--- config.mk ---
export PLATFORM = sky130hd
export DESIGN_NAME = dct_block_accumulator
export DESIGN_NICKNAME = d
export VERILOG_FILES = /design/src/rtl/dct_block_accumulator.sv
export SDC_FILE = /design/constraint.sdc
export NUM_CORES = 2
export LEC_CHECK = 0
export ABC_CLOCK_PERIOD_IN_PS = 25500
export CAP_MARGIN = 20
export CELL_PAD_IN_SITES_DETAIL_PLACEMENT = 0
export CELL_PAD_IN_SITES_GLOBAL_PLACEMENT = 2
export CORE_MARGIN = 2
export CORE_UTILIZATION = 41
export CTS_CLUSTER_SIZE = 20
export DETAILED_ROUTE_END_ITERATION = 8
export HOLD_SLACK_MARGIN = 0.06
export PLACE_DENSITY = 0.85
export SLEW_MARGIN = 20
export SYNTH_ARGS = -nofsm -noshare
export SYNTH_HDL_FRONTEND = slang
export SYNTH_SLANG_ARGS = --single-unit
--- constraint.sdc ---
create_clock -name CLK -period 25.5 [get_ports CLK]
set_input_delay 5.1 -clock CLK [delete_from_list [all_inputs] [get_ports CLK]]
set_output_delay 5.1 -clock CLK [all_outputs]
set_load 0.03 [all_outputs]
--- src/rtl/dct_block_accumulator.sv ---
`default_nettype none
// ============================================================================
// Module   : dct_block_accumulator
// Purpose  : N x N 2-D DCT coefficient accumulator. Pixels arrive in raster
//            order over valid/ready; each pixel's contribution is added into
//            all N*N coefficients, which are then streamed out and cleared
//            as they are read. The Q1.14 basis table is writable at runtime.
// Revision : 1.0 - initial release
// ============================================================================
module dct_block_accumulator #(
  parameter int N      = 4,
  parameter int DATA_W = 8,
  parameter int COEF_W = 16,
  parameter int ACC_W  = 32
) (
  input  logic                      CLK,
  input  logic                      Reset,
  input  logic                      CE,
  input  logic                      clear,
  input  logic                      pix_valid,
  output logic                      pix_ready,
  input  logic [DATA_W-1:0]         pix_data,
  input  logic                      coef_we,
  input  logic [$clog2(N*N)-1:0]    coef_addr,
  input  logic [COEF_W-1:0]         coef_wdata,
  output logic                      out_valid,
  input  logic                      out_ready,
  output logic [ACC_W-1:0]          out_data,
  output logic [$clog2(N*N)-1:0]    out_idx,
  output logic                      out_last,
  output logic                      busy
);

  localparam int NN   = N * N;
  localparam int IW   = $clog2(NN);
  localparam int LW   = $clog2(N);
  localparam int FRAC = 14;
  localparam int PW   = 2 * COEF_W;
  localparam int TW   = DATA_W + 1 + PW;
  localparam logic [IW-1:0] LAST = IW'(NN - 1);

  typedef enum logic [1:0] {
    IDLE = 2'd0,
    MAC  = 2'd1,
    OUT  = 2'd2
  } state_t;

  state_t                    state;
  state_t                    state_next;
  logic [IW-1:0]             cnt;      // pixels already accumulated in this block
  logic [IW-1:0]             k;        // MAC coefficient index, reused as output index
  logic [DATA_W-1:0]         pix;
  logic [LW-1:0]             x;
  logic [LW-1:0]             y;
  logic signed [COEF_W-1:0]  tbl [NN];
  logic signed [ACC_W-1:0]   acc [NN];

  logic                      active;
  logic                      accept;
  logic                      xfer;
  logic signed [COEF_W-1:0]  coef_a;
  logic signed [COEF_W-1:0]  coef_b;
  logic signed [PW-1:0]      prod;
  logic signed [PW-1:0]      basis;
  logic signed [TW-1:0]      term;
  logic signed [ACC_W-1:0]   mac_sum;

  // Power-on basis table: orthonormal-scaled 4-point DCT, zeros for other sizes
  function automatic logic signed [COEF_W-1:0] init_coef(input int idx);
    int v;
    v = 0;
    if (N == 4) begin
      case (idx)
        0:  v = 8192;   1:  v = 10703;  2:  v = 8192;   3:  v = 4433;
        4:  v = 8192;   5:  v = 4433;   6:  v = -8192;  7:  v = -10703;
        8:  v = 8192;   9:  v = -4433;  10: v = -8192;  11: v = 10703;
        12: v = 8192;   13: v = -10703; 14: v = 8192;   15: v = -4433;
        default: v = 0;
      endcase
    end
    return COEF_W'(v);
  endfunction

  // Handshakes are suppressed while frozen, aborting or in reset so that an
  // advertised ready/valid always means the transfer really happens.
  assign active    = CE & ~clear & ~Reset;
  assign pix_ready = active & (state == IDLE);
  assign out_valid = active & (state == OUT);
  assign accept    = pix_valid & pix_ready;
  assign xfer      = out_valid & out_ready;

  assign out_data  = (state == OUT) ? acc[k] : '0;
  assign out_idx   = (state == OUT) ? k : '0;
  assign out_last  = (state == OUT) && (k == LAST);
  assign busy      = (state != IDLE) || (cnt != '0);

  // Basis products: C[x][u] * C[y][v] floored back to Q.14, then scaled by the
  // zero-extended pixel. All widths are sized so nothing overflows before the
  // final wrap into the accumulator.
  assign coef_a  = tbl[{x, k[LW-1:0]}];
  assign coef_b  = tbl[{y, k[IW-1:LW]}];
  assign prod    = PW'(coef_a) * PW'(coef_b);
  assign basis   = prod >>> FRAC;
  assign term    = TW'($signed({1'b0, pix})) * TW'(basis);
  assign mac_sum = acc[k] + ACC_W'(term);

  // State register
  always_ff @(posedge CLK or posedge Reset) begin
    if (Reset) state <= IDLE;
    else       state <= state_next;
  end

  // Next-state logic; every transition requires CE, and clear overrides all
  always_comb begin
    state_next = state;
    if (CE) begin
      if (clear) begin
        state_next = IDLE;
      end else begin
        case (state)
          IDLE: if (accept) state_next = MAC;
          MAC:  if (k == LAST) state_next = (cnt == LAST) ? OUT : IDLE;
          OUT:  if (xfer && (k == LAST)) state_next = IDLE;
          default: state_next = IDLE;
        endcase
      end
    end
  end

  // Basis table: writable only between blocks (IDLE with no pixels pending)
  always_ff @(posedge CLK or posedge Reset) begin
    if (Reset) begin
      for (int i = 0; i < NN; i++) tbl[i] <= init_coef(i);
    end else if (CE && coef_we && (state == IDLE) && (cnt == '0)) begin
      tbl[coef_addr] <= coef_wdata;
    end
  end

  // Pixel latch, MAC/output index, pixel counter and accumulator array
  always_ff @(posedge CLK or posedge Reset) begin
    if (Reset) begin
      pix <= '0;
      x   <= '0;
      y   <= '0;
      k   <= '0;
      cnt <= '0;
      for (int i = 0; i < NN; i++) acc[i] <= '0;
    end else if (CE) begin
      if (clear) begin
        k   <= '0;
        cnt <= '0;
        for (int i = 0; i < NN; i++) acc[i] <= '0;
      end else begin
        case (state)
          IDLE: begin
            if (accept) begin
              pix <= pix_data;
              x   <= cnt[LW-1:0];
              y   <= cnt[IW-1:LW];
              k   <= '0;
            end
          end
          MAC: begin
            acc[k] <= mac_sum;
            k      <= k + IW'(1);
            // Counter wraps to zero after the last pixel of the block
            if (k == LAST) cnt <= cnt + IW'(1);
          end
          OUT: begin
            if (xfer) begin
              acc[k] <= '0;
              k      <= k + IW'(1);
            end
          end
          default: ;
        endcase
      end
    end
  end

endmodule
`default_nettype wire

# == Word level (Yosys, flattened, before mapping) ==
# Cells that the tools add are included.
# totals
regBits,790
inputBits,35
out_inout_bits,40
wordCells,125
# op_classes
n_addsub,3
mul,2
n_lt_le_gt_ge,6
n_eq_ne,8
n_mux,33
bitwise,14
n_reduce_logical,21
# ops
operator,count
2-to-1 mux 512 bit,2
case mux 512 bit (2 select lines),1
bitwise AND 512 bit,1
bitwise mux 512 bit,1
NOT 512 bit,1
bitwise mux 256 bit,1
binary-select mux 16 bit (select 4 bit),2
binary-select mux 32 bit (select 4 bit),1
demux 32 bit (select 4 bit),1
2-to-1 mux 32 bit,4
2-to-1 mux 16 bit,5
demux 16 bit (select 4 bit),1
adder 32 x 27 -> 32 bit,1
multiplier 16 x 16 -> 32 bit,1
2-to-1 mux 4 bit,7
multiplier 9 x 18 -> 27 bit,1
"greater-or-equal comparator 5 bit, second input constant",4
NOT 4 -> 5 bit,4
case mux 4 bit (3 select lines),1
AND reduction 4 bit,3
"less-than comparator 5 x 1 -> 1 bit, second input constant",2
2-to-1 mux 2 bit,5
"!= test 3 bit, second input constant",3
"adder 4 x 1 -> 4 bit, second input constant",2
other kinds (15),32

# == Depth between registers and ports, before layout ==
# logic_depth
word_depth,10
ltp_mapped,52
depth_no_buf,45

# == Worst setup path before layout ==
# No wires, ideal clock.
# synth_timing
kind,input-to-reg
from,in Reset
to,reg acc[402] in the netlist's numbering
setup_time_ns,0.083
arrival_ns,25.259
t_required_ns,25.417
path_slack_ns,0.158
path_stages,10
path_buffers,3
path_cell_list,inv_1 -> a21boi_0 -> nor2_1 -> o21ai_0 -> nor3_1 -> clkbuf_1 -> clkbuf_1 -> nand2_1 -> clkbuf_1 -> o21ai_0
# synth_between
elab_chain_len,6
# synth_lines
item,line,source
start: declaration,17,"input logic Reset,"
NOT 1 bit,86,assign active = CE & ~clear & ~Reset;
bitwise AND 1 bit,86,
bitwise AND 1 bit,88,assign out_valid = active & (state == OUT);
bitwise AND 1 bit,90,assign xfer = out_valid & out_ready;
!= test 3 bit (no source line),--,
AND reduction 3 bit (no source line),--,
end signal: indexed assignment,164,acc[k] <= mac_sum;
end: declaration,56,logic signed [ACC_W-1:0] acc [NN];
# No other way between the ends.
# A chain may end at the register's enable or synchronous reset.

# == Worst setup path after layout ==
# layout_timing
from,reg k[2]
to,reg acc[468] in the netlist's numbering
# layout_between
elab_chain_len,10
elab_cells_between_ends,22
# layout_lines
item,line,source
start: declaration,51,logic [IW-1:0] k;
start signal: assignment,165,k <= k + IW'(1);
start signal: assignment,172,k <= k + IW'(1);
NOT 4 -> 5 bit (on tied branches),--,
binary-select mux 16 bit (select 4 bit) (tied with other cells),101,"assign coef_b = tbl[{y, k[IW-1:LW]}];"
2-to-1 mux 16 bit (not written as such) / logical AND 1 bit (equally long branches),"101, 164, 171",
2-to-1 mux 16 bit (not written as such) / 2-to-1 mux 32 bit (equally long branches),"101, 164, 171",
multiplier 16 x 16 -> 32 bit / demux 32 bit (select 4 bit) (equally long branches),"102, 164, 171",
multiplier 9 x 18 -> 27 bit / NOT 512 bit (equally long branches),--,
adder 32 x 27 -> 32 bit / bitwise AND 512 bit (equally long branches),--,
bitwise mux 512 bit / 2-to-1 mux 512 bit (equally long branches),"164, 170",
case mux 512 bit (2 select lines) *,154,case (state)
2-to-1 mux 512 bit *,149,if (clear) begin
# Every way passes the cells marked *; elsewhere a longest branch is shown, timed or not. The select of a mux whose other input is x is not followed.

==> impl_metrics.csv <==
group,metric,value,unit
job,maxCapViolCount,0,
placement,dp.cells,6016,
synth,synth_compound_gate_area_share,9.69,%
status,status,"completed",
global_route,grt_antenna_before_repair,9,
die,initial_core_util,41.4,%
cts,clk_pin_slew,60,ps
drt,dr_total_vias,36200,
timing,final-max-slew-violation-count,0,
drt,first_pass_iters,5,
global_route,groute.usage.overall,24.9,%
drt,detail_route.drc_violations,0,
placement,dp_hpwl,106,mm
drt,finalWirelength,161,mm
cells_and_area,drive_above_1_share,22.1,%
timing,fin_skew,62.8,ps
worst_setup_path,timing.critical_path.required,26040,ps
synth,synth-edff-count,0,
min_path,min-delay-path-class,"reg2reg",
placement,place.gp.congestion,0.834,
worst_setup_path,cp_slowest_stage_delay,890,ps
timing,grt_setup_unrepaired,"false",
cells_and_area,count_of_nets_after_finishing,5038,
timing,layout_worst_path_cycle_share,62.8,%
die,die_height,363,um
die,dieWidth,363,um
drt,vias_per_cell,5.85,
synth,post_synth_fa_ha_maj_area_fraction,19.0,%
cts,cts_made_buffers,86,
global_route,grt_max_degree,191,
synth,synth-xor-area-share,1.02,%
synth,yosys_warnings,0,
synth,syn-instance-count,4451,
cts,htree_num_levels,3,
cts,insertion_delay,700,ps
timing,final_hold_viol_count,0,
synth,asyncSetResetFlopFracSynth,100,%
worst_setup_path,critical-path-slowest-cell,"xnor2_1",
synth,synth.area.mux_share,19.4,%
global_route,grt_overflow_total,0,
worst_setup_path,critical_path.n_buffers_inverters,7,
synth,synthSimpleGateAreaFrac,8.14,%
cts,cts.sinks,790,
drt,detailedRoute.firstIterationViolations,3285,
synth,synth_top_family_by_area,"multiplexers",
worst_setup_path,critical_path.top_delay_family,"adder cells",
die,die-area,132000,sq um
worst_setup_path,critical_path_arrival,16550,ps
worst_setup_path,critPathKind,"reg2reg",
cts,post_cts_resized,0,
cells_and_area,layoutNonFillerInstCount,6184,
cts,master_cell_of_the_clock_root_buffer,"clkbuf_16",
cells_and_area,syn2layout_area_growth,11.7,%
synth,synth.lib_cells_used.distinct,69,
worst_setup_path,path_max_fanout,32,
drt,antenna_left,0,
cts,post-cts-setup-buffers,0,
die,coreArea,128000,sq um
cts,clock_tree_from_tritoncts,"built",
synth,ys_seq_elements,790,
synth,syn_area,52900,sq um
cells_and_area,final.fill_count,11500,
drt,routedWlPerCell,26.1,um
worst_setup_path,timing.critical_path.mode_cell,"fa_1",
timing,setup_viol_count_final,0,
placement,port_buffers,74,
worst_setup_path,start_kind,"register",
synth,ys_seq_area_share,37.6,%
cts,cts.path.max_buffers,3,
timing,worst-slew-pin-transition,1200,ps
global_route,grt_pass1_wl,247,mm
timing,relSlewSlack,19.5,%
timing,fin_crit,16010,ps
timing,max_freq,0.0625,GHz
cts,cts_hold_buffers,0,
die,ios,75,
global_route,grt_pass1_vias,38200,
die,rows,131,
synth,ys.flop_type,"dfrtp_1",
timing,finalSetupTns,0,ps
synth,nets_in_the_synthesized_netlist,5046,
synth,synthesis.area_per_instance,11.9,sq um
worst_setup_path,setup.worst_path.end_class,"register",
[cell families after synthesis]
logic type / Yosys count
compound gates: 752
xor+xnor: 61
fa+ha+maj: 560
buf+inv: 715
flops: 790
mux: 616
simple gates: 957
[synthesized netlist by cell type (6+ instances only)]
library cell,count,area [sq um]
a21o_1,32,240
a21oi_1,55,275
a22o_1,273,2390
a31oi_1,7,43.8
and2_1,139,870
and3_1,19,119
buf_1,49,184
buf_2,12,60.1
clkbuf_1,222,833
dfrtp_1,710,17800
dfstp_2,80,2100
fa_1,403,8070
ha_1,157,1960
inv_1,430,1610
mux2_2,288,3240
mux2i_1,28,280
mux4_2,300,6760
nand2_1,486,1820
nand2b_1,25,156
nand3_1,22,110
nand4_1,6,37.5
nor2_1,189,709
nor2b_1,19,119
nor3_1,15,75.1
nor3b_1,9,67.6
o21a_1,12,90.1
o21ai_0,290,1450
o21ai_1,25,125
o21bai_1,10,75.1
or2_2,7,43.8
xnor2_1,38,333
xor2_1,22,193
[routing by layer]
metal / routed length (um) / GRT usage, %
met2: 74200 / 38.7
met5: 54 / 0
met3: 14000 / 5.33
met4: 3930 / 7.18
met1: 69100 / 35.4
[per-stage QoR]
stage	setup slack, ps	cell area [sq um]	hold WS, ps	utilization, %
after global placement	9210	55700	457	43.6
after detailed placement	9380	55800	465	43.7
final	9490	59000	474	46.2
after global routing	8400	59000	502	46.2
after floorplan	6300	52900	445	-
after CTS	9410	59000	479	46.2
[cells in the final DEF (no fill, tap or decap), drive strengths merged, types with 5 or more instances in the layout]
master         count
a22oi              5
bufinv            12
clkinv            16
and3              19
nand4              6
o21ai            315
xnor2             39
a211oi             5
o21a              12
or2                7
nor3              15
diode              5
nand2            486
mux2             288
inv              433
mux2i             28
nand3             22
dfstp             80
nor2             189
nor2b             19
dfrtp            710
fa               403
buf              116
a32o               5
a22o             273
clkbuf           128
mux4             300
clkdlybuf4s50     73
xor2              22
a21o              32
nand2b            25
a21oi             55
and2             141
o21bai            10
a31oi              7
ha               157
nor3b              9
[final timing paths]
path	startpoint	slack, ps	depth (start not counted)	end
min reg2reg	acc[262]	470	2	acc[262]
max	k[2]	9490	39	acc[468]
max reg2reg	k[2]	9490	39	acc[468]
max in group asynchronous	Reset	18480	4	acc[459]
min	acc[262]	470	2	acc[262]
min in group asynchronous	Reset	4850	2	state[0]
[flip-flops by register name (all words and copies together) (netlist names)]
register,count
acc,512
cnt,4
k,4
pix,8
state,2
tbl,256
x,2
y,2
[worst min-delay path, stage by stage (launching register included)]
cell and delay (ps):
dfrtp_1 330, nand2_1 40, o21ai_0 60
[layout make-up]
class                           instances  area, sq um  area share (%)
Tap cell                             1662         2080            3.52
Sequential cell                       790        19900            33.7
Timing Repair Buffer                  189         1690            2.86
Clock buffer                          128         2630            4.46
Multi-Input combinational cell       2946        30500            51.7
Inverter                              430         1620            2.74
Clock inverter                         34          584           0.990
Antenna cell                            5         12.5          0.0212
Power is left out: the tool's default activity adds up to more than one toggle a clock period on the data nets, which glitch-free logic cannot reach.
